### src/rtl/uart_fifo_core.sv
// UART core: TX/RX FIFOs, runtime divisor, optional parity, 1/2 stop bits,
// sticky RX error status and maskable level interrupts behind a register port.
module uart_fifo_core #(
    parameter int TX_DEPTH = 16,
    parameter int RX_DEPTH = 16,
    parameter int DEF_DIV  = 868,
    parameter int AW       = 8
) (
    input  logic          clk_i,
    input  logic          rst_ni,
    input  logic          re_i,
    input  logic          we_i,
    input  logic [AW-1:0] addr_i,
    input  logic [31:0]   wdata_i,
    input  logic [3:0]    be_i,
    output logic [31:0]   rdata_o,
    output logic          error_o,
    output logic          tx_o,
    input  logic          rx_i,
    output logic          intr_tx_o,
    output logic          intr_rx_o,
    output logic          intr_err_o
);
    localparam int TPW = $clog2(TX_DEPTH);
    localparam int RPW = $clog2(RX_DEPTH);

    typedef enum logic [2:0] {S_IDLE, S_START, S_DATA, S_PAR, S_STOP} state_e;

    logic [4:0]  r_ctrl;
    logic [15:0] r_baud;
    logic [2:0]  r_ien;
    logic [7:0]  r_wm;
    logic        r_ovr, r_perr, r_ferr;
    logic        r_intr_tx, r_intr_rx, r_intr_err;

    logic w_a_ctrl, w_a_baud, w_a_txd, w_a_rxd, w_a_stat, w_a_ien, w_a_wm, w_mapped;
    assign w_a_ctrl = addr_i == AW'(32'h00);
    assign w_a_baud = addr_i == AW'(32'h04);
    assign w_a_txd  = addr_i == AW'(32'h08);
    assign w_a_rxd  = addr_i == AW'(32'h0C);
    assign w_a_stat = addr_i == AW'(32'h10);
    assign w_a_ien  = addr_i == AW'(32'h14);
    assign w_a_wm   = addr_i == AW'(32'h18);
    assign w_mapped = w_a_ctrl | w_a_baud | w_a_txd | w_a_rxd | w_a_stat | w_a_ien | w_a_wm;
    assign error_o  = (re_i | we_i) & ~w_mapped;

    logic [15:0] w_div;
    assign w_div = (r_baud < 16'd4) ? 16'd4 : r_baud;

    // ---------------- TX FIFO + serializer ----------------
    logic [7:0]     r_tx_mem [TX_DEPTH];
    logic [TPW-1:0] r_tx_wp, r_tx_rp;
    logic [TPW:0]   r_tx_lvl;
    logic           w_tx_full, w_tx_empty, w_tx_push, w_tx_pop, w_tx_start, w_tx_last;

    state_e      r_tx_st, w_tx_st_n;
    logic [15:0] r_tx_cnt, w_tx_cnt_n, r_tx_div;
    logic [2:0]  r_tx_bit, w_tx_bit_n;
    logic [7:0]  r_tx_sh, w_tx_sh_n;
    logic        r_tx_pen, r_tx_par, r_tx_stop2;

    assign w_tx_full  = r_tx_lvl == (TPW+1)'(TX_DEPTH);
    assign w_tx_empty = r_tx_lvl == '0;
    assign w_tx_push  = we_i & w_a_txd & be_i[0] & (~w_tx_full | w_tx_pop);
    assign w_tx_start = r_ctrl[0] & ~w_tx_empty;
    assign w_tx_last  = r_tx_cnt == r_tx_div - 16'd1;

    always_ff @(posedge clk_i) begin
        if (w_tx_push) r_tx_mem[r_tx_wp] <= wdata_i[7:0];
    end

    always_comb begin
        w_tx_st_n  = r_tx_st;
        w_tx_cnt_n = r_tx_cnt + 16'd1;
        w_tx_bit_n = r_tx_bit;
        w_tx_sh_n  = r_tx_sh;
        w_tx_pop   = 1'b0;
        case (r_tx_st)
            S_IDLE: begin
                w_tx_cnt_n = '0;
                if (w_tx_start) begin
                    w_tx_pop  = 1'b1;
                    w_tx_st_n = S_START;
                end
            end
            S_START: if (w_tx_last) begin
                w_tx_cnt_n = '0;
                w_tx_st_n  = S_DATA;
            end
            S_DATA: if (w_tx_last) begin
                w_tx_cnt_n = '0;
                w_tx_sh_n  = {1'b0, r_tx_sh[7:1]};
                w_tx_bit_n = r_tx_bit + 3'd1;
                if (r_tx_bit == 3'd7) w_tx_st_n = r_tx_pen ? S_PAR : S_STOP;
            end
            S_PAR: if (w_tx_last) begin
                w_tx_cnt_n = '0;
                w_tx_st_n  = S_STOP;
            end
            S_STOP: if (w_tx_last) begin
                w_tx_cnt_n = '0;
                // bit counter is idle here, so it marks the first of two stop bits
                if (r_tx_stop2 && r_tx_bit == 3'd0) begin
                    w_tx_bit_n = 3'd1;
                end else begin
                    w_tx_bit_n = '0;
                    if (w_tx_start) begin
                        w_tx_pop  = 1'b1;
                        w_tx_st_n = S_START;
                    end else begin
                        w_tx_st_n = S_IDLE;
                    end
                end
            end
            default: w_tx_st_n = S_IDLE;
        endcase
    end

    always_ff @(posedge clk_i or negedge rst_ni) begin
        if (!rst_ni) begin
            r_tx_st <= S_IDLE;  r_tx_cnt <= '0;   r_tx_bit <= '0;  r_tx_sh <= '0;
            r_tx_div <= 16'd4;  r_tx_pen <= 1'b0; r_tx_par <= 1'b0; r_tx_stop2 <= 1'b0;
            r_tx_wp <= '0;      r_tx_rp <= '0;    r_tx_lvl <= '0;
        end else begin
            r_tx_st  <= w_tx_st_n;
            r_tx_cnt <= w_tx_cnt_n;
            r_tx_bit <= w_tx_bit_n;
            r_tx_sh  <= w_tx_sh_n;
            if (w_tx_pop) begin
                r_tx_sh    <= r_tx_mem[r_tx_rp];
                r_tx_div   <= w_div;
                r_tx_pen   <= r_ctrl[3] ^ r_ctrl[2];
                r_tx_par   <= (^r_tx_mem[r_tx_rp]) ^ (r_ctrl[3:2] == 2'b10);
                r_tx_stop2 <= r_ctrl[4];
                r_tx_rp    <= r_tx_rp + TPW'(1);
            end
            if (w_tx_push) r_tx_wp <= r_tx_wp + TPW'(1);
            r_tx_lvl <= r_tx_lvl + (TPW+1)'(w_tx_push) - (TPW+1)'(w_tx_pop);
        end
    end

    always_comb begin
        case (r_tx_st)
            S_START: tx_o = 1'b0;
            S_DATA:  tx_o = r_tx_sh[0];
            S_PAR:   tx_o = r_tx_par;
            default: tx_o = 1'b1;
        endcase
    end

    // ---------------- RX deserializer + FIFO ----------------
    logic           r_rx_s1, r_rx_s2, r_rx_s3;
    state_e         r_rx_st, w_rx_st_n;
    logic [15:0]    r_rx_cnt, w_rx_cnt_n, r_rx_div;
    logic [2:0]     r_rx_bit, w_rx_bit_n;
    logic [7:0]     r_rx_sh, w_rx_sh_n;
    logic           r_rx_pen, r_rx_podd, r_rx_pbit, w_rx_pbit_n;
    logic           w_rx_go, w_rx_done, w_rx_last, w_rx_pbad, w_rx_good;
    logic [7:0]     r_rx_mem [RX_DEPTH];
    logic [RPW-1:0] r_rx_wp, r_rx_rp;
    logic [RPW:0]   r_rx_lvl;
    logic           w_rx_full, w_rx_empty, w_rx_push, w_rx_pop;

    assign w_rx_last = r_rx_cnt == r_rx_div - 16'd1;

    always_comb begin
        w_rx_st_n   = r_rx_st;
        w_rx_cnt_n  = r_rx_cnt + 16'd1;
        w_rx_bit_n  = r_rx_bit;
        w_rx_sh_n   = r_rx_sh;
        w_rx_pbit_n = r_rx_pbit;
        w_rx_go     = 1'b0;
        w_rx_done   = 1'b0;
        case (r_rx_st)
            S_IDLE: begin
                w_rx_cnt_n = '0;
                w_rx_bit_n = '0;
                if (r_ctrl[1] && r_rx_s3 && !r_rx_s2) begin
                    w_rx_go   = 1'b1;
                    w_rx_st_n = S_START;
                end
            end
            // half-bit wait puts every later sample mid-bit
            S_START: if (r_rx_cnt == (r_rx_div >> 1) - 16'd1) begin
                w_rx_cnt_n = '0;
                w_rx_st_n  = r_rx_s2 ? S_IDLE : S_DATA;
            end
            S_DATA: if (w_rx_last) begin
                w_rx_cnt_n = '0;
                w_rx_sh_n  = {r_rx_s2, r_rx_sh[7:1]};
                w_rx_bit_n = r_rx_bit + 3'd1;
                if (r_rx_bit == 3'd7) w_rx_st_n = r_rx_pen ? S_PAR : S_STOP;
            end
            S_PAR: if (w_rx_last) begin
                w_rx_cnt_n  = '0;
                w_rx_pbit_n = r_rx_s2;
                w_rx_st_n   = S_STOP;
            end
            S_STOP: if (w_rx_last) begin
                w_rx_done = 1'b1;
                w_rx_st_n = S_IDLE;
            end
            default: w_rx_st_n = S_IDLE;
        endcase
    end

    assign w_rx_full  = r_rx_lvl == (RPW+1)'(RX_DEPTH);
    assign w_rx_empty = r_rx_lvl == '0;
    assign w_rx_pop   = re_i & w_a_rxd & ~w_rx_empty;
    assign w_rx_pbad  = r_rx_pen & (^r_rx_sh ^ r_rx_pbit ^ r_rx_podd);
    assign w_rx_good  = w_rx_done & r_rx_s2 & ~w_rx_pbad;
    assign w_rx_push  = w_rx_good & (~w_rx_full | w_rx_pop);

    always_ff @(posedge clk_i) begin
        if (w_rx_push) r_rx_mem[r_rx_wp] <= r_rx_sh;
    end

    always_ff @(posedge clk_i or negedge rst_ni) begin
        if (!rst_ni) begin
            r_rx_s1 <= 1'b1;   r_rx_s2 <= 1'b1;   r_rx_s3 <= 1'b1;
            r_rx_st <= S_IDLE; r_rx_cnt <= '0;    r_rx_bit <= '0;   r_rx_sh <= '0;
            r_rx_div <= 16'd4; r_rx_pen <= 1'b0;  r_rx_podd <= 1'b0; r_rx_pbit <= 1'b0;
            r_rx_wp <= '0;     r_rx_rp <= '0;     r_rx_lvl <= '0;
        end else begin
            r_rx_s1   <= rx_i;
            r_rx_s2   <= r_rx_s1;
            r_rx_s3   <= r_rx_s2;
            r_rx_st   <= w_rx_st_n;
            r_rx_cnt  <= w_rx_cnt_n;
            r_rx_bit  <= w_rx_bit_n;
            r_rx_sh   <= w_rx_sh_n;
            r_rx_pbit <= w_rx_pbit_n;
            if (w_rx_go) begin
                r_rx_div  <= w_div;
                r_rx_pen  <= r_ctrl[3] ^ r_ctrl[2];
                r_rx_podd <= r_ctrl[3:2] == 2'b10;
            end
            if (w_rx_push) r_rx_wp <= r_rx_wp + RPW'(1);
            if (w_rx_pop)  r_rx_rp <= r_rx_rp + RPW'(1);
            r_rx_lvl <= r_rx_lvl + (RPW+1)'(w_rx_push) - (RPW+1)'(w_rx_pop);
        end
    end

    // ---------------- registers, status, interrupts ----------------
    logic       w_wr, w_clr;
    logic [7:0] w_wm_eff;
    assign w_wr     = we_i & be_i[0];
    assign w_clr    = w_wr & w_a_stat;
    assign w_wm_eff = (r_wm == 8'd0) ? 8'd1 : r_wm;

    always_ff @(posedge clk_i or negedge rst_ni) begin
        if (!rst_ni) begin
            r_ctrl <= '0; r_baud <= 16'(DEF_DIV); r_ien <= '0; r_wm <= 8'd1;
            r_ovr <= 1'b0; r_perr <= 1'b0; r_ferr <= 1'b0;
            r_intr_tx <= 1'b0; r_intr_rx <= 1'b0; r_intr_err <= 1'b0;
        end else begin
            if (w_wr && w_a_ctrl) r_ctrl <= wdata_i[4:0];
            if (w_wr && w_a_baud) r_baud[7:0] <= wdata_i[7:0];
            if (we_i && be_i[1] && w_a_baud) r_baud[15:8] <= wdata_i[15:8];
            if (w_wr && w_a_ien) r_ien <= wdata_i[2:0];
            if (w_wr && w_a_wm)  r_wm  <= wdata_i[7:0];
            r_ovr  <= (w_rx_good & w_rx_full & ~w_rx_pop) | (r_ovr & ~(w_clr & wdata_i[5]));
            r_perr <= (w_rx_done & r_rx_s2 & w_rx_pbad) | (r_perr & ~(w_clr & wdata_i[6]));
            r_ferr <= (w_rx_done & ~r_rx_s2) | (r_ferr & ~(w_clr & wdata_i[7]));
            r_intr_tx  <= r_ien[0] & w_tx_empty & (r_tx_st == S_IDLE);
            r_intr_rx  <= r_ien[1] & (16'(r_rx_lvl) >= 16'(w_wm_eff));
            r_intr_err <= r_ien[2] & (r_ovr | r_perr | r_ferr);
        end
    end

    assign intr_tx_o  = r_intr_tx;
    assign intr_rx_o  = r_intr_rx;
    assign intr_err_o = r_intr_err;

    always_comb begin
        rdata_o = '0;
        if (re_i) begin
            if (w_a_ctrl)      rdata_o = {27'd0, r_ctrl};
            else if (w_a_baud) rdata_o = {16'd0, r_baud};
            else if (w_a_rxd)  rdata_o = w_rx_empty ? 32'd0 : {24'd0, r_rx_mem[r_rx_rp]};
            else if (w_a_stat) rdata_o = {8'd0, 8'(r_rx_lvl), 8'(r_tx_lvl), r_ferr, r_perr, r_ovr,
                                          r_tx_st == S_IDLE, w_rx_empty, w_rx_full, w_tx_empty, w_tx_full};
            else if (w_a_ien)  rdata_o = {29'd0, r_ien};
            else if (w_a_wm)   rdata_o = {24'd0, r_wm};
        end
    end
endmodule

### config.mk
export PLATFORM = sky130hd
export DESIGN_NAME = uart_fifo_core
export DESIGN_NICKNAME = d
export VERILOG_FILES = /design/src/rtl/uart_fifo_core.sv
export SDC_FILE = /design/constraint.sdc
export NUM_CORES = 1
export LEC_CHECK = 0
export ABC_AREA = 1
export CAP_MARGIN = 30
export CELL_PAD_IN_SITES_DETAIL_PLACEMENT = 0
export CELL_PAD_IN_SITES_GLOBAL_PLACEMENT = 1
export CORE_MARGIN = 1.5
export CORE_UTILIZATION = 48
export DETAILED_ROUTE_END_ITERATION = 7
export PLACE_DENSITY_LB_ADDON = 0.1
export REMOVE_ABC_BUFFERS = 1
export SYNTH_ARGS = -nofsm -noshare
export SYNTH_HDL_FRONTEND = slang
export SYNTH_SLANG_ARGS = --single-unit
### constraint.sdc
create_clock -name clk_i -period 3.7 [get_ports clk_i]
set_input_delay 0.555 -clock clk_i [delete_from_list [all_inputs] [get_ports clk_i]]
set_output_delay 0.555 -clock clk_i [all_outputs]
set_load 0.01 [all_outputs]
==> flow_summary.json <==
{
  "power_mw": 12.73,
  "firstDrtPassIters": 7,
  "n_antenna_cell": 0,
  "end_kind": "output port",
  "rows": 75,
  "synth.avg_cell_area_um2": 9.259,
  "cts_max_level": 2,
  "layout.nets": 2473,
  "start_util_pct": 49.03,
  "worstPathArrival_ns": 3.04,
  "pre_cts_slack_ns": -0.008258,
  "p_leak_nw": 10.56,
  "io_buffers": 56,
  "synth_top_area_cell": "edfxtp_1",
  "hold_viol_final": 0,
  "setup_slack_ns": 0.1080,
  "synth_top_area_share_pct": 37.05,
  "clkPwrFrac_pct": 35.7,
  "post-route-period-util_pct": 97.08,
  "combPwrFrac_pct": 21.2,
  "cts_buffer_depth": 3,
  "maxCapViolations": 0,
  "rsz0062_at_grt": "yes",
  "drc_errors": 0,
  "tightest_slew_ns": 0.8522,
  "crit_fanout": 5,
  "grt_pass1_vias": 15440,
  "drtAntennaViolNets": 0,
  "synth_ff_type": "edfxtp_1",
  "ys_warn_count": 0,
  "io_pins": 86,
  "async_flop_share_pct": 39.19,
  "place_congestion": 0.8820,
  "antenna_found_initial": 0,
  "critPathKind": "in2out",
  "maxSlewViolCount": 0,
  "hpwlAfterDp_mm": 37.39,
  "cts_sinks": 421,
  "outcome": "finished, final reports clean",
  "synth_edf_count": 256,
  "setup_viol": 0,
  "root_buffer": "clkbuf_16",
  "ir_drop_v": 0.0003894,
  "routed_via_density": 5.274,
  "synthCells": 2241,
  "dieHeight_um": 210.9,
  "syn_area_um2": 20750,
  "min_path_type": "reg2reg",
  "cpPeakStageDelay_ns": 0.53,
  "cts_buffers": 45,
  "route.vias.total": 15810,
  "skew_ns": 0.01884,
  "fp.dieW_um": 210.9,
  "die_area_um2": 44480,
  "grt_max_degree": 77,
  "p_switching_mw": 3.967,
  "ys_seq_area_share_pct": 57.02,
  "core_area_um2": 42320,
  "gr-total-overflow": 0,
  "grt_pass1_wl_mm": 83.84,
  "power.internal_mw": 8.766,
  "crit_slowest_cell": "clkdlybuf4s50_1",
  "min_period_ns": 3.592,
  "slew_headroom_pct": 43.01,
  "drive_above_1_share_pct": 10.95,
  "max_freq_mhz": 278.4,
  "synthTopCellsByArea": "edfxtp_1 (37%), dfrtp_1 (19%), nand2_1 (9.1%)",
  "drt_iter0_markers": 1181,
  "path_clk_slew_ns": 0.06,
  "p_sw_share_pct": 31.16,
  "wl_per_cell_um": 17.81,
  "area_growth_pct": 16.80,
  "synth_seq_cells": 421,
  "wirelength_mm": 53.38,
  "whs_ns": 0.3585,
  "clock_latency_ns": 0.59,
  "cp_cell_sequence": "clkdlybuf4s50_1 > or2_2 > or2_2 > nor2_2 > nand2_2 > buf_4 > o22ai_1 > nor2_1 > a21oi_1 > buf_4 > clkdlybuf4s50_1",
  "cp-start-kind": "primary input",
  "track_usage_pct": 24.36,
  "seqPwrFrac_pct": 43.1,
  "worst-r2r-setup-slack_ns": 0.20,
  "required_ns": 3.14,
  "cts_tree": "done",
  "p_per_area_nw_per_um2": 525.4,
  "ys_types": 56
}
-- worst max-delay path, delay by kind of cell --
kind	cells	cell delay, ns
buffers and inverters	4	1.23
AO/OA/AOI/OAI	2	0.31
AND/OR/NAND/NOR	5	0.96
-- cell families (layout without fill, tap and decap cells) --
group           Yosys count  in the layout  share of synthesized area, %
other cells               1             11                       0.01807
xor+xnor                 93             93                         3.992
fa+ha+maj                40             40                         2.484
compound gates          340            340                         9.142
simple gates           1054           1054                         21.63
buf+inv                 291            461                         5.662
mux                       1              1                       0.05427
flops                   421            421                         57.02
-- cell type report --
cell class              instances  area [um^2]
clock buffers                  58         1246
clock inverters                26        266.5
multi-input cells            1539         7886
fillers                      3706        18090
well taps                     577        721.9
repair buffers                163         1469
inverters                     214        808.3
flip-flops and latches        421        11840
-- sequential cells by signal, indices dropped and copies added, names as in the netlist, 8 cells and up --
register,count
r_baud,16
r_rx_cnt,16
r_rx_div,16
r_rx_mem,128
r_rx_sh,8
r_tx_cnt,16
r_tx_div,16
r_tx_mem,128
r_tx_sh,8
r_wm,8
-- power groups by stage --
stage	Combinational (mW)	Clock [mW]	Sequential [mW]
3_5_place_dp	2.66	0	5.57
6_report	2.69	4.55	5.49
2_1_floorplan	1.87	0	5.52
5_1_grt	3.09	4.80	5.53
3_3_place_gp	2.60	0	5.57
4_1_cts	2.68	4.64	5.48
-- worst paths after layout --
kind / startpoint / cells past startpoint / end
worst max-delay path: addr_i[1] / 11 / rdata_o[4]
worst min-delay path: r_rx_s1 / 0 / r_rx_s2
worst max register to register: r_rx_div[0] / 24 / r_rx_lvl[4]
worst min register to register: r_rx_s1 / 0 / r_rx_s2
max in group asynchronous: rst_ni / 3 / r_rx_s1
min in group asynchronous: rst_ni / 2 / r_tx_rp[3]
-- layout by cell type, fill, tap and decap left out, types with 9 or more instances in the layout --
cell type	n
nand2_1	501
nor2_1	296
edfxtp_1	256
inv_1	199
o21ai_0	197
dfrtp_1	149
nand3_1	139
buf_4	96
xor2_1	61
clkdlybuf4s50_1	54
clkbuf_16	47
a21oi_1	46
ha_1	34
xnor2_1	31
nand4_1	27
o22ai_1	25
nor3_1	22
o211ai_1	15
a31oi_1	12
o21ai_1	12
o221ai_1	12
clkinv_2	12
conb_1	11
dfstp_2	11
inv_2	10
nor2_2	10
nand3_2	10
nor2_4	9
nand2_2	9
nand3b_1	9
-- stage by stage --
stage                 TNS, ns  instance area [um^2]  cells  utilization (%)
finish                      0                 24230   2998            57.26
global route          -0.1178                 24230   2998            57.26
CTS                         0                 24050   2992            56.82
detailed placement  -0.008258                 22500   2907            53.16
global placement            0                 22500   2907            53.16
floorplan                   0                 20410   2174                -
-- per-layer routing --
| metal | up-vias | wire (um) | global-route usage [%] |
|---|---|---|---|
| met2 | 369 | 24620 | 39.00 |
| met1 | 7572 | 24340 | 34.49 |
| met3 | 86 | 2791 | 3.241 |
| met4 | 0 | 1623 | 7.906 |
| li1 | 7783 | - | - |
| met5 | - | 0 | 0 |
-- cell usage after synthesis (27+ instances only) --
master / number
edfxtp_1: 256
xnor2_1: 31
nand3_1: 139
nand4_1: 27
a21oi_1: 47
nor2_1: 304
nand2_1: 505
o21ai_0: 203
inv_1: 203
dfrtp_1: 154
xor2_1: 61
clkbuf_1: 46
ha_1: 38
-- what timing repair did --
action,4_1_cts,5_1_grt
buffers inserted,0,5
resized for setup,12,40
endpoints found under the hold margin,50,0
hold buffers,1,0
cloned,0,1
pin swaps,0,13
endpoints found under the setup margin,5,11
Power figures use the tool's default switching activity.
